<file path="src/rtl/md_sequencer_if.sv">
// md_sequencer_if: ID/EX issue, EX result and MU/DU handshake bundle for md_sequencer
interface md_sequencer_if;
  logic        issue_valid;
  logic [2:0]  issue_func3;
  logic [31:0] issue_rs1;
  logic [31:0] issue_rs2;
  logic        flush;
  logic        ex_stall;
  logic        res_valid;
  logic [31:0] res_data;
  logic        md_illegal;
  logic        mu_start;
  logic [1:0]  mu_ctl;
  logic [31:0] mu_a;
  logic [31:0] mu_b;
  logic        mu_done;
  logic [31:0] mu_result;
  logic        du_start;
  logic [1:0]  du_ctl;
  logic [31:0] du_a;
  logic [31:0] du_b;
  logic        du_done;
  logic [31:0] du_result;
  modport master (
    output issue_valid, issue_func3, issue_rs1, issue_rs2, flush,
    output mu_done, mu_result, du_done, du_result,
    input  ex_stall, res_valid, res_data, md_illegal,
    input  mu_start, mu_ctl, mu_a, mu_b, du_start, du_ctl, du_a, du_b
  );
  modport slave (
    input  issue_valid, issue_func3, issue_rs1, issue_rs2, flush,
    input  mu_done, mu_result, du_done, du_result,
    output ex_stall, res_valid, res_data, md_illegal,
    output mu_start, mu_ctl, mu_a, mu_b, du_start, du_ctl, du_a, du_b
  );
endinterface

</file>
<file path="src/rtl/md_sequencer.sv">
// md_sequencer: RV32M EX-stage sequencer for the iterative MU/DU.
// Define MD_DIV_EN for the divide path; otherwise divide ops complete as illegal.
module md_sequencer (
  input  logic          clk,
  input  logic          rst_n,
  md_sequencer_if.slave md
);
`ifdef MD_DIV_EN
  typedef enum logic [2:0] {IDLE, MUL_WAIT, DIV_WAIT, DONE, DRAIN} state_t;
`else
  typedef enum logic [2:0] {IDLE, MUL_WAIT, DONE, DRAIN} state_t;
`endif
  state_t      state_q, state_d;
  logic [2:0]  func_q, func_d;
  logic [31:0] a_q, a_d, b_q, b_d, res_q, res_d;
  logic        mu_start_q, mu_start_d, du_start_q, du_start_d, illegal_q, illegal_d;
  logic        accept, sel_done;
  assign accept   = state_q == IDLE && md.issue_valid && !md.flush;
  // func_q[2] remembers which unit owns the op, also while draining
  assign sel_done = func_q[2] ? md.du_done : md.mu_done;
`ifdef MD_DIV_EN
  logic div_zero, div_ovf;
  assign div_zero = md.issue_rs2 == '0;
  assign div_ovf  = !md.issue_func3[0] && md.issue_rs1 == 32'h8000_0000 && md.issue_rs2 == 32'hFFFF_FFFF;
`endif
  always_comb begin
    state_d    = state_q;
    func_d     = func_q;
    a_d        = a_q;
    b_d        = b_q;
    res_d      = res_q;
    illegal_d  = illegal_q;
    mu_start_d = 1'b0;
    du_start_d = 1'b0;
    case (state_q)
      IDLE: if (accept) begin
        func_d    = md.issue_func3;
        a_d       = md.issue_rs1;
        b_d       = md.issue_rs2;
        illegal_d = 1'b0;
        if (!md.issue_func3[2]) begin
          mu_start_d = 1'b1;
          state_d    = MUL_WAIT;
        end
`ifdef MD_DIV_EN
        else if (div_zero) begin
          res_d   = md.issue_func3[1] ? md.issue_rs1 : '1;
          state_d = DONE;
        end else if (div_ovf) begin
          res_d   = md.issue_func3[1] ? '0 : md.issue_rs1;
          state_d = DONE;
        end else begin
          du_start_d = 1'b1;
          state_d    = DIV_WAIT;
        end
`else
        else begin
          res_d     = '0;
          illegal_d = 1'b1;
          state_d   = DONE;
        end
`endif
      end
      DONE:  state_d = IDLE;
      DRAIN: state_d = sel_done ? IDLE : DRAIN;
      default: begin
        if (sel_done && !md.flush) res_d = func_q[2] ? md.du_result : md.mu_result;
        state_d = sel_done ? (md.flush ? IDLE : DONE) : (md.flush ? DRAIN : state_q);
      end
    endcase
  end
  always_ff @(posedge clk or negedge rst_n)
    if (!rst_n) begin
      state_q    <= IDLE;
      func_q     <= '0;
      a_q        <= '0;
      b_q        <= '0;
      res_q      <= '0;
      illegal_q  <= 1'b0;
      mu_start_q <= 1'b0;
      du_start_q <= 1'b0;
    end else begin
      state_q    <= state_d;
      func_q     <= func_d;
      a_q        <= a_d;
      b_q        <= b_d;
      res_q      <= res_d;
      illegal_q  <= illegal_d;
      mu_start_q <= mu_start_d;
      du_start_q <= du_start_d;
    end
  assign md.ex_stall   = md.issue_valid && state_q != DONE;
  assign md.res_valid  = state_q == DONE && !md.flush;
  assign md.res_data   = res_q;
  assign md.md_illegal = illegal_q;
  assign md.mu_start   = mu_start_q;
  assign md.du_start   = du_start_q;
  assign md.mu_ctl     = func_q[1:0];
  assign md.du_ctl     = func_q[1:0];
  assign md.mu_a       = a_q;
  assign md.mu_b       = b_q;
  assign md.du_a       = a_q;
  assign md.du_b       = b_q;
endmodule

</file>
<file path="src/flat_wrapper.sv">
// flat-port wrapper written by rule: the top's interface ports become plain ports
module md_sequencer_flat 
  (clk, rst_n, md_issue_valid, md_issue_func3, md_issue_rs1, md_issue_rs2, md_flush, md_mu_done, md_mu_result, md_du_done, md_du_result, md_ex_stall, md_res_valid, md_res_data, md_md_illegal, md_mu_start, md_mu_ctl, md_mu_a, md_mu_b, md_du_start, md_du_ctl, md_du_a, md_du_b);
  md_sequencer_if md_i ();
  input  logic clk;
  input  logic rst_n;
  input wire logic [$bits(md_i.issue_valid)-1:0] md_issue_valid;
  input wire logic [$bits(md_i.issue_func3)-1:0] md_issue_func3;
  input wire logic [$bits(md_i.issue_rs1)-1:0] md_issue_rs1;
  input wire logic [$bits(md_i.issue_rs2)-1:0] md_issue_rs2;
  input wire logic [$bits(md_i.flush)-1:0] md_flush;
  input wire logic [$bits(md_i.mu_done)-1:0] md_mu_done;
  input wire logic [$bits(md_i.mu_result)-1:0] md_mu_result;
  input wire logic [$bits(md_i.du_done)-1:0] md_du_done;
  input wire logic [$bits(md_i.du_result)-1:0] md_du_result;
  output wire logic [$bits(md_i.ex_stall)-1:0] md_ex_stall;
  output wire logic [$bits(md_i.res_valid)-1:0] md_res_valid;
  output wire logic [$bits(md_i.res_data)-1:0] md_res_data;
  output wire logic [$bits(md_i.md_illegal)-1:0] md_md_illegal;
  output wire logic [$bits(md_i.mu_start)-1:0] md_mu_start;
  output wire logic [$bits(md_i.mu_ctl)-1:0] md_mu_ctl;
  output wire logic [$bits(md_i.mu_a)-1:0] md_mu_a;
  output wire logic [$bits(md_i.mu_b)-1:0] md_mu_b;
  output wire logic [$bits(md_i.du_start)-1:0] md_du_start;
  output wire logic [$bits(md_i.du_ctl)-1:0] md_du_ctl;
  output wire logic [$bits(md_i.du_a)-1:0] md_du_a;
  output wire logic [$bits(md_i.du_b)-1:0] md_du_b;
  assign md_i.issue_valid = md_issue_valid;
  assign md_i.issue_func3 = md_issue_func3;
  assign md_i.issue_rs1 = md_issue_rs1;
  assign md_i.issue_rs2 = md_issue_rs2;
  assign md_i.flush = md_flush;
  assign md_i.mu_done = md_mu_done;
  assign md_i.mu_result = md_mu_result;
  assign md_i.du_done = md_du_done;
  assign md_i.du_result = md_du_result;
  assign md_ex_stall = md_i.ex_stall;
  assign md_res_valid = md_i.res_valid;
  assign md_res_data = md_i.res_data;
  assign md_md_illegal = md_i.md_illegal;
  assign md_mu_start = md_i.mu_start;
  assign md_mu_ctl = md_i.mu_ctl;
  assign md_mu_a = md_i.mu_a;
  assign md_mu_b = md_i.mu_b;
  assign md_du_start = md_i.du_start;
  assign md_du_ctl = md_i.du_ctl;
  assign md_du_a = md_i.du_a;
  assign md_du_b = md_i.du_b;
  md_sequencer u_core (.clk(clk), .rst_n(rst_n), .md(md_i));
endmodule
</file>
<file path="config.mk">
export PLATFORM = sky130hd
export DESIGN_NAME = md_sequencer_flat
export DESIGN_NICKNAME = d
export VERILOG_FILES = /design/src/rtl/md_sequencer_if.sv /design/src/rtl/md_sequencer.sv /design/src/flat_wrapper.sv
export SDC_FILE = /design/constraint.sdc
export NUM_CORES = 1
export LEC_CHECK = 0
export CAP_MARGIN = 20
export CORE_MARGIN = 2
export CORE_UTILIZATION = 33
export CTS_CLUSTER_SIZE = 12
export DETAILED_ROUTE_END_ITERATION = 7
export GPL_TIMING_DRIVEN = 0
export PLACE_DENSITY_LB_ADDON = 0.05
export SYNTH_ARGS = -nofsm -noshare
export SYNTH_HDL_FRONTEND = slang
export SYNTH_SLANG_ARGS = --single-unit
</file>
<file path="constraint.sdc">
create_clock -name clk -period 1.7 [get_ports clk]
set_input_delay 0.255 -clock clk [delete_from_list [all_inputs] [get_ports clk]]
set_output_delay 0.255 -clock clk [all_outputs]
set_load 0.1 [all_outputs]
</file>
==> results of run 1 <==
-- worst reg2reg max path, cell delays in order, from the launching register on --
cell       delay [ps]
dfrtp_4           470
buf_6             130
mux2_4            350
a32oi_4           270
buf_12            180
clkbuf_16         160
o2bb2ai_1         100
-- cell families (layout without fill, tap and decap cells) --
group | count (synthesis) | count (layout) | share of synthesized area (%)
and+or+nand+nor | 209 | 209 | 17.35
DFF | 102 | 102 | 54.97
buffers and inverters | 93 | 423 | 13.55
AOI/OAI and AO/OA | 35 | 35 | 6.629
muxes | 33 | 33 | 7.222
other | 1 | 1 | 0.08076
xor gates and xnor gates | 1 | 1 | 0.1887
-- metrics by stage --
step | TNS, ps | area (sq um)
2_1_floorplan | -338.6 | 4682
3_3_place_gp | -399650 | 7950
3_5_place_dp | -46290 | 7975
4_1_cts | 0 | 8508
5_1_grt | -1402 | 8785
6_report | -189.9 | 8785
-- timing repair --
action,in CTS,in global routing
cloned,0,3
endpoints found under the hold margin,47,0
endpoints found under the setup margin,239,47
hold buffers,1,0
setup buffers,2,6
gates resized for setup,520,52
pin swaps,1,2
-- flip-flops by register name, indices dropped and copies added (netlist names) --
name / flops
u_core.md.du_b: 32
u_core.md.mu_start: 1
u_core.md.res_data: 32
u_core.func_q: 3
u_core.state_q: 2
u_core.md.du_a: 32
-- worst max-delay path by stage --
stage,start,to,depth (start not counted)
2_1_floorplan,u_core.func_q[2],u_core.md.res_data[10],5
3_3_place_gp,rst_n,u_core.func_q[2],1
3_5_place_dp,md_flush,md_res_valid,3
4_1_cts,u_core.func_q[2],u_core.md.res_data[21],5
5_1_grt,u_core.func_q[2],u_core.md.res_data[23],6
6_report,u_core.func_q[2],u_core.md.res_data[2],6
-- layout make-up --
| cell class | instances | area share (%) |
|---|---|---|
| Timing Repair Buffer | 317 | 38.58 |
| Sequential cell | 102 | 29.11 |
| Multi-Input combinational cell | 279 | 18.72 |
| Buffer | 91 | 7.677 |
| Clock buffer | 13 | 2.963 |
| Tap cell | 180 | 2.564 |
| Clock inverter | 1 | 0.3418 |
| Inverter | 1 | 0.04273 |
-- per-layer routing --
layer	wire, microns	part of all wire [%]
met5	0	0
met4	261	1.7
met3	1418	9.3
met2	7868	52
met1	5719	37
-- synth_stat cells, drive strengths merged --
library cell	instances	area, sq um
or4b	1	10.01
xor2	1	8.760
mux2	1	15.01
o21ai	1	5.000
nand3	1	5.000
buf	80	580.6
dfrtp	102	2552
and2	1	6.260
o22ai	1	6.260
mux2i	32	320.3
conb	1	3.750
a32oi	1	16.27
nor4b	1	15.01
inv	1	3.750
nor2	3	11.26
clkbuf	12	45.04
nand2	202	758.2
o2bb2ai	32	280.3
==> results.ini, run 1 <==
[cts]
htree_levels=3
cts_tree=done
cts_buffers=9
clkTransAtPathRegs_ps=60
clockRootBuffer=clkbuf_16
insertion_delay_ps=340
numClockSinks=102
clk_path_buf_depth=2

[floorplan]
core_sq_um=13830
die_w_microns=122.6
ios=306
fp-row-count=43
die_area_sq_um=15040
start_util_pct=33.58
fp.dieH_microns=122.6

[detailed_routing]
post_drt_wl_per_cell_microns=15.52
vias_per_cell=4.400
vias=4330
postRouteWirelength_microns=15270
antenna_left=0
drcViolationCount=0
drt-pass1-iter-count=6
drtIter0Drc=104

[critical_path]
cp.buffers_inverters=3
start_kind=flip-flop
worstPathArrival_ps=2000
r2r_cells=6
path_delay_family=flip-flops
slowest_stage=dfrtp_4
r2r_start=u_core.func_q[2]
max_stage_delay_ps=470
cp_cell_sequence=buf_6 > mux2_4 > a32oi_4 > buf_12 > clkbuf_16 > o2bb2ai_1
path_class=flip-flop to flip-flop
r2r_slack_ps=-30
crit_required_ps=1970
crit_path_end_kind=flip-flop
critPathMaxFanout=8
regToRegEndpoint=u_core.md.res_data[2]

[status]
violations=negative setup slack
outcome=finished, violations left

[placement]
portBuffers=304
dpl.hpwl_microns=11710
gp_congestion=0.7490
preCtsSetupSlack_ps=-582.6
dp.cells=959

[layout]
multi_input_area_sq_um=1644
final_common_cell=nand2_1
final_nets=938
syn_to_final_growth_pct=89.19
num_antenna_cells=0
fill_cells=1179
ff_latch_area_sq_um=2557
layout_common_cells=nand2_1 (202), clkdlybuf4s15_2 (158), clkdlybuf4s50_1 (135), dfrtp_1 (100), buf_4 (78)
utilization_pct=63.53
layout-drive-gt1-share_pct=38.68
fin_cells=984

[grt]
grt.busiest_layer=met2
antenna_found_initial=0
grt_max_degree=56
grt_pass1_vias=4309
grt_pass1_wl_microns=22270
gr-total-overflow=0
use_met2_pct=34.24
use_met3_pct=6.506
met1_usage_pct=21.61
grt_util_all_layers_pct=19.33

[worst_hold_path]
holdPathStages=3
whs_endpoint=u_core.md.du_b[0]
min_from=md_issue_rs2[0]
hold_path.class=input pin to flip-flop

[timing]
worstMarginPinSlew_ps=650.1
fmax_mhz=577.2
period_share_pct=101.9
whs_ps=440.7
maxSlewViolCount=0
rsz0062_at_grt=true
setup_viol=18
max_slew_margin_pct=56.66
setup_ws_ps=-32.58
fin_skew_ps=3.467
timing.final.crit_period_ps=1733
hold_violations=0

[synthesis]
synth_warnings=0
yosys.cell_types.count=21
synth_area_sq_um=4643
syn_area_per_cell_sq_um=9.796
synthesis.nets=611
syn_inst=474
synth-seq-area-share_pct=54.97
yosys_register_bits=102

[flow_run]
maxCapViolCount=0

Power of run 1 is not shown: default switching activity piles up to over one toggle a cycle in this logic, so the estimate is an artifact.
==> inputs of run 2 (changes only) <==
SKIP_LAST_GASP = 1   (was unset)
TNS_END_PERCENT = 30   (was unset)
==> run 2 against run 1 <==
Flip-flop and latch count is the same. Final cell count increased by 0.20%. Fmax decreased by 6.7%. First-iteration DRC count increased by 24%. Core utilization shrank 3.5 points. The run still ends with negative setup slack left. Critical path depth down 5. Register-to-register slack better by 20 ps. Count of clock-buffer cells in the layout is the same. Global-route usage down 0.17 points. Die area is the same.
==> results.ini, run 2 (same netlist as run 1, synthesis figures left out) <==
[status]
outcome=finished, violations left
violations=negative setup slack

[critical_path]
start_kind=flip-flop
r2r_slack_ps=-10
path_delay_family=buffers and inverters
critPathMaxFanout=3
cp_cell_sequence=dlygate4sd2_1
crit_path_end_kind=output port
worstPathArrival_ps=1600
path_class=flip-flop to output port
slowest_stage=dlygate4sd2_1
cp.buffers_inverters=1
crit_required_ps=1440
max_stage_delay_ps=870

[timing]
fin_skew_ps=4.623
timing.final.crit_period_ps=1857
hold_violations=0
worstMarginPinSlew_ps=1017
setup_viol=60
max_slew_margin_pct=32.44
fmax_mhz=538.6
maxSlewViolCount=0
setup_ws_ps=-156.6
rsz0062_at_grt=true
period_share_pct=109.2

[cts]
cts_tree=done
insertion_delay_ps=340
numClockSinks=102
cts_buffers=9
clockRootBuffer=clkbuf_16
clkTransAtPathRegs_ps=70
htree_levels=3
clk_path_buf_depth=2

[placement]
gp_congestion=0.7238
dp.cells=959
portBuffers=304
dpl.hpwl_microns=11390
preCtsSetupSlack_ps=-578.5

[detailed_routing]
antenna_left=0
vias=4275
post_drt_wl_per_cell_microns=14.87
postRouteWirelength_microns=14660
vias_per_cell=4.336
drtIter0Drc=129
drcViolationCount=0
drt-pass1-iter-count=4

[grt]
grt_util_all_layers_pct=19.16
antenna_found_initial=0
grt_max_degree=53
grt_pass1_wl_microns=22000
grt_pass1_vias=4299
gr-total-overflow=0

[floorplan]
fp-row-count=43
core_sq_um=13830
die_w_microns=122.6
start_util_pct=33.58
fp.dieH_microns=122.6
ios=306
die_area_sq_um=15040

[layout]
num_antenna_cells=0
final_nets=938
layout_common_cells=nand2_1 (202), clkdlybuf4s50_1 (135), dfrtp_1 (100), buf_4 (80), clkdlybuf4s15_2 (77)
fin_cells=986
final_common_cell=nand2_1
layout-drive-gt1-share_pct=28.78
syn_to_final_growth_pct=78.74

[flow_run]
maxCapViolCount=0

[worst_hold_path]
hold_path.class=input pin to flip-flop

==> run 2: per-layer routing <==
| metal | routed length (microns) | up-vias | GRT usage (%) |
|---|---|---|---|
| met5 | 0 | - | 0 |
| met4 | 257 | 0 | 6.681 |
| met3 | 1158 | 18 | 4.926 |
| met2 | 7427 | 170 | 33.68 |
| met1 | 5818 | 1983 | 22.65 |
| li1 | - | 2104 | - |
==> run 2: path summary, 6_finish.rpt <==
kind                                   startpoint  cells past startpoint                      to
setup / recovery                u_core.md.du_a[1]                      1              md_du_a[1]
hold reg to reg            u_core.md.res_data[23]                      1  u_core.md.res_data[23]
max in group asynchronous                   rst_n                      3      u_core.md.du_b[13]
setup reg to reg                 u_core.func_q[2]                      6  u_core.md.res_data[14]
min in group asynchronous                   rst_n                      2      u_core.md.du_a[12]
hold / removal                   md_issue_rs1[17]                      3      u_core.md.du_a[17]
==> run 2: layout make-up <==
type	count	area (sq um)
Tap cell	180	225.2
Clock inverter	3	42.54
Sequential cell	102	2557
Multi-Input combinational cell	279	1518
Clock buffer	13	260.3
Timing Repair Buffer	318	3043
Fill cell	1231	5528
Buffer	90	649.4
Inverter	1	3.754
==> run 2: repair_timing <==
action | in CTS | in global routing
endpoints found under the setup margin | 267 | 203
cloned | 0 | 1
endpoints found under the hold margin | 50 | 0
hold buffers | 1 | 0
buffers inserted | 0 | 11
gates resized for setup | 336 | 87
pin swaps | 0 | 3
==> run 2: stage by stage <==
step	setup TNS (ps)	hold WS, ps	utilization [%]	cell area, sq um
after detailed placement	-54300	329.9	57.61	7965
final	-7273	433.4	60.02	8299
after global placement	-413200	471.4	57.42	7940
after floorplan	-1178	-40.59	-	4672
after global routing	-10910	422.9	60.02	8299
after CTS	-21850	415.7	59.74	8260
==> run 2: tightest hold or removal path: stages <==
cell and delay (ps):
clkdlybuf4s50_1 390, nand2_1 50, nand2_1 40
Power of run 2 is left out for the same reason.
==> inputs of run 3 (changes only) <==
CORE_MARGIN = unset   (was 2)
==> run 3 against run 2 <==
Critical path type unchanged. Critical endpoint is now md_du_b[31]. First-iteration DRC count shrank 0.78%. Routed wire length is 0.33% higher. Hold slack gained 8.6 ps. Via count is 0.82% higher. The flow still finishes with violations (negative setup slack).
==> results.ini, run 3 (same netlist as run 1, synthesis figures left out) <==
[status]
outcome=finished, violations left
violations=negative setup slack

[cts]
clk_path_buf_depth=2
htree_levels=3
insertion_delay_ps=340
clkTransAtPathRegs_ps=60
cts_buffers=9
clockRootBuffer=clkbuf_16
numClockSinks=102
cts_tree=done

[timing]
rsz0062_at_grt=true
setup_ws_ps=-149.6
fin_skew_ps=8.155
maxSlewViolCount=0
fmax_mhz=540.6
period_share_pct=108.8
max_slew_margin_pct=31.51
timing.final.crit_period_ps=1850
setup_viol=76
hold_violations=0
worstMarginPinSlew_ps=1031

[critical_path]
crit_required_ps=1440
critPathMaxFanout=3
start_kind=flip-flop
path_class=flip-flop to output port
worstPathArrival_ps=1590
slowest_stage=dlygate4sd2_1
crit_path_end_kind=output port
cp.buffers_inverters=1
cp_cell_sequence=dlygate4sd2_1
path_delay_family=buffers and inverters
max_stage_delay_ps=870

[layout]
final_common_cell=nand2_1
utilization_pct=61.38
fin_cells=978
layout_common_cells=nand2_1 (202), clkdlybuf4s50_1 (135), dfrtp_1 (100), clkdlybuf4s15_2 (78), buf_4 (76)
fill_cells=1199
multi_input_area_sq_um=1513
syn_to_final_growth_pct=78.52
layout-drive-gt1-share_pct=26.81
final_nets=934
ff_latch_area_sq_um=2557
num_antenna_cells=0

[detailed_routing]
drtIter0Drc=128
vias=4310
post_drt_wl_per_cell_microns=15.04
vias_per_cell=4.407
antenna_left=0
drt-pass1-iter-count=4
postRouteWirelength_microns=14710
drcViolationCount=0

[floorplan]
ios=306
fp.dieH_microns=120.6
fp-row-count=42
core_sq_um=13510
start_util_pct=34.38
die_w_microns=120.6
die_area_sq_um=14550

[grt]
grt_pass1_wl_microns=22720
grt_pass1_vias=4477
antenna_found_initial=0
grt_max_degree=62
grt_util_all_layers_pct=20.25
gr-total-overflow=0

[placement]
dpl.hpwl_microns=11590
gp_congestion=0.7496
dp.cells=955
portBuffers=304

[worst_hold_path]
hold_path.class=input pin to flip-flop

[flow_run]
maxCapViolCount=0

==> run 3: changes by cell type in the layout (fill, tap and decap cells not counted), moves of 2 or more <==
cell,change
buf_4,-4
buf_6,-2
dlygate4sd2_1,+7
clkinv_2,+4
clkdlybuf4s15_1,+6
clkbuf_2,-13
==> run 3: routing by layer <==
layer | part of all wire (%) | wire length, microns | GRT usage, % | vias to the layer above
li1 | - | - | - | 2098
met1 | 38 | 5642 | 22.32 | 2006
met2 | 51 | 7567 | 37.03 | 181
met3 | 7.7 | 1140 | 5.000 | 25
met4 | 2.4 | 359 | 8.179 | 0
met5 | 0 | 0 | 0 | -
==> run 3: final timing paths <==
kind                                   startpoint                     end  slack, ps  depth (start not counted)
setup / recovery               u_core.md.du_b[31]             md_du_b[31]       -150                          1
setup reg to reg                 u_core.func_q[2]  u_core.md.res_data[13]        -10                          6
max in group asynchronous                   rst_n       u_core.md.du_b[3]        550                          3
hold reg to reg            u_core.md.res_data[10]  u_core.md.res_data[10]        480                          1
hold / removal                   md_issue_rs1[28]      u_core.md.du_a[28]        440                          3
min in group asynchronous                   rst_n   u_core.md.res_data[1]        450                          2
==> run 3: final cells by class <==
cell class / count / area share [%]
plain buffers: 91 / 7.849
clock buffers: 11 / 2.928
clock inverters: 5 / 0.3019
inverters: 1 / 0.04528
multi-input cells: 279 / 18.25
flip-flops and latches: 102 / 30.85
well taps: 176 / 2.657
repair buffers: 313 / 37.12
==> run 3: timing repair <==
item                                    CTS  global route
buffers inserted                          0             6
hold endpoints to repair                 41             0
pin swaps                                 0             3
hold buffers                              1             0
cloned                                    0             1
endpoints found under the setup margin  267           196
gates resized for setup                 334            61
==> run 3: through the flow <==
stage	hold WS [ps]	setup WS [ps]	instance area, sq um	TNS [ps]
floorplan	-40.59	-58.92	4672	-1178
global placement	470.7	-4178	7935	-406410
detailed placement	284.7	-585.5	7960	-55090
CTS	427.0	-184.0	8227	-20990
global route	437.3	-188.5	8289	-12620
finish	442.0	-149.6	8289	-8631
Power of run 3 is left out for the same reason.
